**src/rtl/cache_dm_pkg.sv**
```systemverilog
// -----------------------------------------------------------------------------
// cache_types : shared types and geometry defaults for the cache_dm block
// Revision    : 1.0
// -----------------------------------------------------------------------------
`default_nettype none

package cache_types;

  localparam int S_INDEX_DEF  = 3;
  localparam int S_OFFSET_DEF = 5;
  localparam int TAG_W_DEF    = 32 - S_INDEX_DEF - S_OFFSET_DEF;
  localparam int LINE_W       = 256;

  typedef logic [LINE_W-1:0] cache_line_t;

  typedef enum logic [1:0] {
    ST_IDLE      = 2'd0,
    ST_CHECK     = 2'd1,
    ST_WRITEBACK = 2'd2,
    ST_ALLOCATE  = 2'd3
  } cache_state_t;

  // Expands a 4-lane word byte-enable into the 32-lane line byte-enable.
  function automatic logic [LINE_W/8-1:0] line_be(input logic [2:0] word,
                                                  input logic [3:0] be);
    line_be = (LINE_W/8)'(be) << {word, 2'b00};
  endfunction

endpackage

`default_nettype wire

```
**src/rtl/cache_array.sv**
```systemverilog
// -----------------------------------------------------------------------------
// cache_array : single-port register array, combinational read, optional
//               async clear and optional per-byte write enables
// Revision    : 1.0
// -----------------------------------------------------------------------------
`default_nettype none

module cache_array #(
  parameter int WIDTH    = 1,
  parameter int DEPTH    = 8,
  parameter bit RESET_EN = 1'b0,
  parameter bit BYTE_EN  = 1'b0,
  parameter int AW       = $clog2(DEPTH),
  parameter int NBE      = BYTE_EN ? WIDTH / 8 : 1
) (
  input  logic             clk,
  input  logic             rst_n,
  input  logic             we,
  input  logic [AW-1:0]    addr,
  input  logic [WIDTH-1:0] wdata,
  input  logic [NBE-1:0]   be,
  output logic [WIDTH-1:0] rdata
);

  logic [WIDTH-1:0] mem_q [DEPTH];
  logic [WIDTH-1:0] mem_d [DEPTH];

  generate
    if (BYTE_EN) begin : g_be
      always_comb begin
        mem_d = mem_q;
        if (we) begin
          for (int b = 0; b < NBE; b++) begin
            if (be[b]) mem_d[addr][b*8 +: 8] = wdata[b*8 +: 8];
          end
        end
      end
    end else begin : g_nobe
      logic unused_be;
      assign unused_be = ^be;
      always_comb begin
        mem_d = mem_q;
        if (we) mem_d[addr] = wdata;
      end
    end

    if (RESET_EN) begin : g_rst
      always_ff @(posedge clk or negedge rst_n) begin
        if (!rst_n) begin
          for (int i = 0; i < DEPTH; i++) mem_q[i] <= '0;
        end else begin
          mem_q <= mem_d;
        end
      end
    end else begin : g_norst
      logic unused_rst;
      assign unused_rst = rst_n;
      always_ff @(posedge clk) begin
        mem_q <= mem_d;
      end
    end
  endgenerate

  assign rdata = mem_q[addr];

endmodule

`default_nettype wire

```
**src/rtl/cache_dm.sv**
```systemverilog
// -----------------------------------------------------------------------------
// cache_dm : direct-mapped write-back / write-allocate cache, 32-bit CPU port,
//            256-bit line burst memory port
// Revision : 1.0
// -----------------------------------------------------------------------------
`default_nettype none

module cache_dm
  import cache_types::*;
#(
  parameter int S_INDEX  = S_INDEX_DEF,
  parameter int S_OFFSET = S_OFFSET_DEF
) (
  input  logic        clk,
  input  logic        rst_n,
  input  logic        mem_read,
  input  logic        mem_write,
  input  logic [3:0]  mem_byte_enable,
  input  logic [31:0] mem_address,
  input  logic [31:0] mem_wdata,
  output logic [31:0] mem_rdata,
  output logic        mem_resp,
  output logic        pmem_read,
  output logic        pmem_write,
  output logic [31:0] pmem_address,
  output cache_line_t pmem_wdata,
  input  cache_line_t pmem_rdata,
  input  logic        pmem_resp
);

  localparam int TAG_W  = 32 - S_INDEX - S_OFFSET;
  localparam int SETS   = 1 << S_INDEX;
  localparam int WSEL_W = S_OFFSET - 2;

  cache_state_t state_q, state_d;
  logic [31:0]  addr_q, addr_d;
  logic [31:0]  wdata_q, wdata_d;
  logic [3:0]   be_q, be_d;
  logic         is_write_q, is_write_d;

  logic [S_INDEX-1:0] index;
  logic [TAG_W-1:0]   tag;
  logic [WSEL_W-1:0]  word_sel;
  logic [7:0]         word_lsb;

  logic               valid_rd, dirty_rd;
  logic [TAG_W-1:0]   tag_rd;
  cache_line_t        line_rd;
  logic               hit;

  logic               valid_we, dirty_we, dirty_wdata, tag_we, data_we;
  cache_line_t        data_wdata;
  logic [LINE_W/8-1:0] data_be;

  assign index    = addr_q[S_OFFSET +: S_INDEX];
  assign tag      = addr_q[31 -: TAG_W];
  assign word_sel = addr_q[2 +: WSEL_W];
  assign word_lsb = {word_sel, 5'b0};
  assign hit      = valid_rd && (tag_rd == tag);

  logic unused_addr;
  assign unused_addr = ^addr_q[1:0];

  always_ff @(posedge clk or negedge rst_n) begin
    if (!rst_n) begin
      state_q    <= ST_IDLE;
      addr_q     <= '0;
      wdata_q    <= '0;
      be_q       <= '0;
      is_write_q <= 1'b0;
    end else begin
      state_q    <= state_d;
      addr_q     <= addr_d;
      wdata_q    <= wdata_d;
      be_q       <= be_d;
      is_write_q <= is_write_d;
    end
  end

  always_comb begin
    state_d      = state_q;
    addr_d       = addr_q;
    wdata_d      = wdata_q;
    be_d         = be_q;
    is_write_d   = is_write_q;
    mem_resp     = 1'b0;
    pmem_read    = 1'b0;
    pmem_write   = 1'b0;
    pmem_address = '0;
    pmem_wdata   = '0;
    valid_we     = 1'b0;
    dirty_we     = 1'b0;
    dirty_wdata  = 1'b0;
    tag_we       = 1'b0;
    data_we      = 1'b0;
    data_wdata   = '0;
    data_be      = '0;

    unique case (state_q)
      ST_IDLE: begin
        if (mem_read || mem_write) begin
          addr_d     = mem_address;
          wdata_d    = mem_wdata;
          be_d       = mem_byte_enable;
          is_write_d = mem_write;
          state_d    = ST_CHECK;
        end
      end

      ST_CHECK: begin
        if (hit) begin
          mem_resp = 1'b1;
          // A zero byte-enable write still marks the line dirty.
          if (is_write_q) begin
            data_we     = 1'b1;
            data_wdata  = {(LINE_W/32){wdata_q}};
            data_be     = line_be(word_sel, be_q);
            dirty_we    = 1'b1;
            dirty_wdata = 1'b1;
          end
          state_d = ST_IDLE;
        end else if (valid_rd && dirty_rd) begin
          state_d = ST_WRITEBACK;
        end else begin
          state_d = ST_ALLOCATE;
        end
      end

      ST_WRITEBACK: begin
        pmem_write   = 1'b1;
        pmem_address = {tag_rd, index, {S_OFFSET{1'b0}}};
        pmem_wdata   = line_rd;
        if (pmem_resp) begin
          dirty_we = 1'b1;
          state_d  = ST_ALLOCATE;
        end
      end

      ST_ALLOCATE: begin
        pmem_read    = 1'b1;
        pmem_address = {tag, index, {S_OFFSET{1'b0}}};
        if (pmem_resp) begin
          data_we    = 1'b1;
          data_wdata = pmem_rdata;
          data_be    = '1;
          tag_we     = 1'b1;
          valid_we   = 1'b1;
          dirty_we   = 1'b1;
          state_d    = ST_CHECK;
        end
      end

      default: state_d = ST_IDLE;
    endcase
  end

  // rdata is only meaningful during the response pulse; keep it quiet otherwise.
  assign mem_rdata = mem_resp ? line_rd[word_lsb +: 32] : 32'd0;

  cache_array #(.WIDTH(1), .DEPTH(SETS), .RESET_EN(1'b1), .BYTE_EN(1'b0)) u_valid (
    .clk   (clk),
    .rst_n (rst_n),
    .we    (valid_we),
    .addr  (index),
    .wdata (1'b1),
    .be    (1'b1),
    .rdata (valid_rd)
  );

  cache_array #(.WIDTH(1), .DEPTH(SETS), .RESET_EN(1'b1), .BYTE_EN(1'b0)) u_dirty (
    .clk   (clk),
    .rst_n (rst_n),
    .we    (dirty_we),
    .addr  (index),
    .wdata (dirty_wdata),
    .be    (1'b1),
    .rdata (dirty_rd)
  );

  cache_array #(.WIDTH(TAG_W), .DEPTH(SETS), .RESET_EN(1'b0), .BYTE_EN(1'b0)) u_tag (
    .clk   (clk),
    .rst_n (rst_n),
    .we    (tag_we),
    .addr  (index),
    .wdata (tag),
    .be    (1'b1),
    .rdata (tag_rd)
  );

  cache_array #(.WIDTH(LINE_W), .DEPTH(SETS), .RESET_EN(1'b0), .BYTE_EN(1'b1)) u_data (
    .clk   (clk),
    .rst_n (rst_n),
    .we    (data_we),
    .addr  (index),
    .wdata (data_wdata),
    .be    (data_be),
    .rdata (line_rd)
  );

endmodule

`default_nettype wire

```
**config.mk**
```make
export PLATFORM = sky130hd
export DESIGN_NAME = cache_dm
export DESIGN_NICKNAME = d
export VERILOG_FILES = /design/src/rtl/cache_dm_pkg.sv /design/src/rtl/cache_array.sv /design/src/rtl/cache_dm.sv
export SDC_FILE = /design/constraint.sdc
export NUM_CORES = 2
export LEC_CHECK = 0
export BUFFER_PORTS_ARGS = -buffer_cell sky130_fd_sc_hd__buf_2
export CAP_MARGIN = 20
export CORE_ASPECT_RATIO = 1.25
export CORE_MARGIN = 2
export CORE_UTILIZATION = 35
export CTS_BUF_LIST = sky130_fd_sc_hd__clkbuf_8
export DETAILED_ROUTE_END_ITERATION = 16
export PLACE_DENSITY_LB_ADDON = 0.15
export SYNTH_ARGS = -nofsm -noshare
export SYNTH_HDL_FRONTEND = slang
export SYNTH_SLANG_ARGS = --single-unit
```
**constraint.sdc**
```tcl
create_clock -name clk -period 7.2 [get_ports clk]
set_input_delay 1.44 -clock clk [delete_from_list [all_inputs] [get_ports clk]]
set_output_delay 1.44 -clock clk [all_outputs]
set_load 0.01 [all_outputs]
```
==> run_results.csv <==
group,metric,value,unit
final_layout,syn2layout_area_growth,17.7,%
global_routing,grt_use_total,0.275,
final_layout,nets,7380,
global_routing,grt_pass1_vias,62300,
timing,finalCriticalPeriod,7120,ps
timing,relSlewSlack,0.204,
run_status,outcome,"completed",
setup_path,crit_path_cell_trace,"buf_4, mux2_2, a221oi_1, o22ai_1, xnor2_1, and4b_1, nand4_1, buf_4, nor4_1, buf_2",
logic_synthesis,synth_seq_area_share,0.735,
logic_synthesis,netlist_top_cells_area,"edfxtp_1, a22oi_1, mux2_2",
drt,routed_wl,388,mm
floorplan,die_w,469,um
timing,fin_ws,82.8,ps
floorplan,coreArea,0.269,mm2
clocking,worstSkewPairLatency,1040,ps
global_routing,antenna_found_initial,61,
logic_synthesis,synth_edf_count,2240,
clocking,cts_tree,"built",
setup_path,cp_num_buf_inv,3,
placement,gp_congestion,0.849,
timing,finalHoldViolCount,0,
logic_synthesis,synth_common_cells,"edfxtp_1, a22oi_1, nand2_1",
clocking,clock_sinks,2325,
setup_path,slowest_delay,870,ps
floorplan,rows,213,
timing,setup_viol,0,
final_layout,drive_gt1_frac,0.271,
hold_path,min_path_type,"flop to flop",
drt,ant_nets,0,
logic_synthesis,synth_ff_type,"edfxtp_1",
setup_path,critPathLaunchType,"flop",
setup_path,crit_path_end_kind,"output port",
drt,first_pass_iters,6,
logic_synthesis,async_flop_share,0.0366,
clocking,cts_buffer_depth,4,
logic_synthesis,synth_area_leader_cell,"edfxtp_1",
clocking,cts_inserted_buffers,374,
setup_path,slowest_stage,"dfrtp_4",
floorplan,dieArea,0.274,mm2
drt,drc,0,
logic_synthesis,synth_cells,6044,
logic_synthesis,synth-seq-cells,2325,
power,p_per_area,411,mW/mm2
placement,hpwlAfterDp,249,mm
timing,worstMarginPinSlew,1180,ps
logic_synthesis,synth_area_per_cell,15.6,um2
placement,numPortBuffers,644,
job,drv_cap,0,
setup_path,cp.required,5760,ps
drt,routed_via_density,5.95,
final_layout,nFillCells,24900,
final_layout,utilization,0.413,
logic_synthesis,yosysMostFrequentCell,"edfxtp_1",
hold_path,hold-path-cell-count,1,
final_layout,fin_cells,10900,
setup_path,reg2reg_depth,11,
clocking,cts_root_buf,"clkbuf_8",
global_routing,overflow,0,
timing,skew,66.4,ps
clocking,cts_max_level,5,
floorplan,dieHeight,585,um
timing,setup-tns-final,0,ps
setup_path,cpLargestDelayFamily,"simple AND/OR/NAND/NOR gates",
placement,pre_cts_ws,1140,ps
setup_path,cpMostUsedCell,"buf_4",
setup_path,crit_arrival,5680,ps
floorplan,start_util,0.351,
clocking,hold_buffers,0,
logic_synthesis,synth.distinct_cells,65,
logic_synthesis,yosysWarnings,0,
placement,place_inst,10200,
global_routing,grt_max_degree,153,
logic_synthesis,synth_area,0.0944,mm2
clocking,clkTransAtPathRegs,60,ps
power,p_leak,0.0379,uW
setup_path,path_depth,10,
drt,drt_iter0_drc,8358,
timing,drv_slew,0,
timing,rsz0062_at_grt,"no",
logic_synthesis,synth_top_area_frac,0.712,
setup_path,cp_max_fo,37,
setup_path,critPathKind,"flop to output port",
power,peakVddDrop,0.000292,V
global_routing,grt_pass1_wl,521,mm
drt,num_vias,64800,
floorplan,ioPinCount,652,
drt,wl_per_cell,35.6,um
timing,fin_crit_sh,0.988,
timing,fmax,0.141,GHz
-- worst reg2reg max path, cell delays in order (launching register included) --
cell and delay (ps):
dfrtp_4 740, or2_2 680, buf_4 390, o22ai_1 160
o21ai_0 410, nand4_1 550, nor3_1 500, nand4_4 180
buf_12 220, buf_12 240, o31ai_1 990, buf_4 300
-- state kept, by name (all words and copies together), names as in the netlist --
register / count
u_valid.mem_q: 8
u_dirty.mem_q: 8
u_data.mem_q: 2048
is_write_q: 1
addr_q: 30
be_q: 4
state_q: 2
u_tag.mem_q: 192
wdata_q: 32
-- power by group --
part	switching, uW	leakage (uW)	internal, uW	total, uW
logic	13000	0.0131	5140	18100
registers	686	0.0209	16300	17000
clock network	5390	0.00388	5210	10600
-- timing repair --
item / 4_1_cts / 5_1_grt
resized for setup: 0 / 2
endpoints found under the setup margin: 0 / 3
buffers inserted: 0 / 0
-- logic make-up after synthesis --
group,Yosys count,synth area share
other cells,1,0.0000397
fa+ha+maj,5,0.000663
xor+xnor,6,0.000557
compound gates,1659,0.125
buf+inv,541,0.0231
simple gates,1076,0.0559
flops,2325,0.735
mux,431,0.0599
-- placed cells by master (no fill, tap or decap), drive strengths merged, types with 87 or more instances in the layout --
cell type	count
nand2	443
clkinv	127
a22oi	592
a21oi	109
inv	175
clkbuf	399
nor2	151
o21ai	295
nand4	112
mux2i	87
buf	1106
and2	178
o31ai	273
edfxtp	2240
mux2	263
a221oi	171
-- metrics by stage --
stage	instance area (um2)	power [uW]	hold slack (ps)
6_report	111000	45700	465
4_1_cts	111000	45700	424
3_3_place_gp	104000	35000	444
3_5_place_dp	104000	35100	449
5_1_grt	111000	47100	487
2_1_floorplan	94400	25800	429
-- metal layers --
metal  up-vias  share of wire  GRT usage
met3       638          0.093     0.0547
met2      3705           0.45      0.416
met5         -        0.00045          0
li1      26500              -          -
met4        26          0.038     0.0986
met1     34000           0.42      0.392
-- layout make-up --
type | count | area, um2 | share of cell area
diodes | 20 | 50.0 | 0.000450
clock buffers | 386 | 5310 | 0.0478
clock inverters | 274 | 1340 | 0.0121
inverters | 44 | 185 | 0.00167
multi-input cells | 3182 | 23100 | 0.208
flip-flops and latches | 2325 | 69400 | 0.625
well taps | 3547 | 4440 | 0.0399
repair buffers | 1119 | 7230 | 0.0651
-- worst paths after layout --
kind,startpoint,endpoint,slack [ps]
worst min register to register,u_valid.mem_q[0]$_DFFE_PN0P_,u_valid.mem_q[0]$_DFFE_PN0P_,460
min in group asynchronous,rst_n,wdata_q[1]$_DFFE_PN0P_,470
worst min-delay path,u_valid.mem_q[0]$_DFFE_PN0P_,u_valid.mem_q[0]$_DFFE_PN0P_,460
worst max-delay path,addr_q[5]$_DFFE_PN0P_,mem_rdata[26],80
max in group asynchronous,rst_n,u_dirty.mem_q[4]$_DFFE_PN0P_,5530
worst max register to register,addr_q[7]$_DFFE_PN0P_,u_data.mem_q[1107]$_DFFE_PP_,1510
Power figures use the tool's default switching activity.
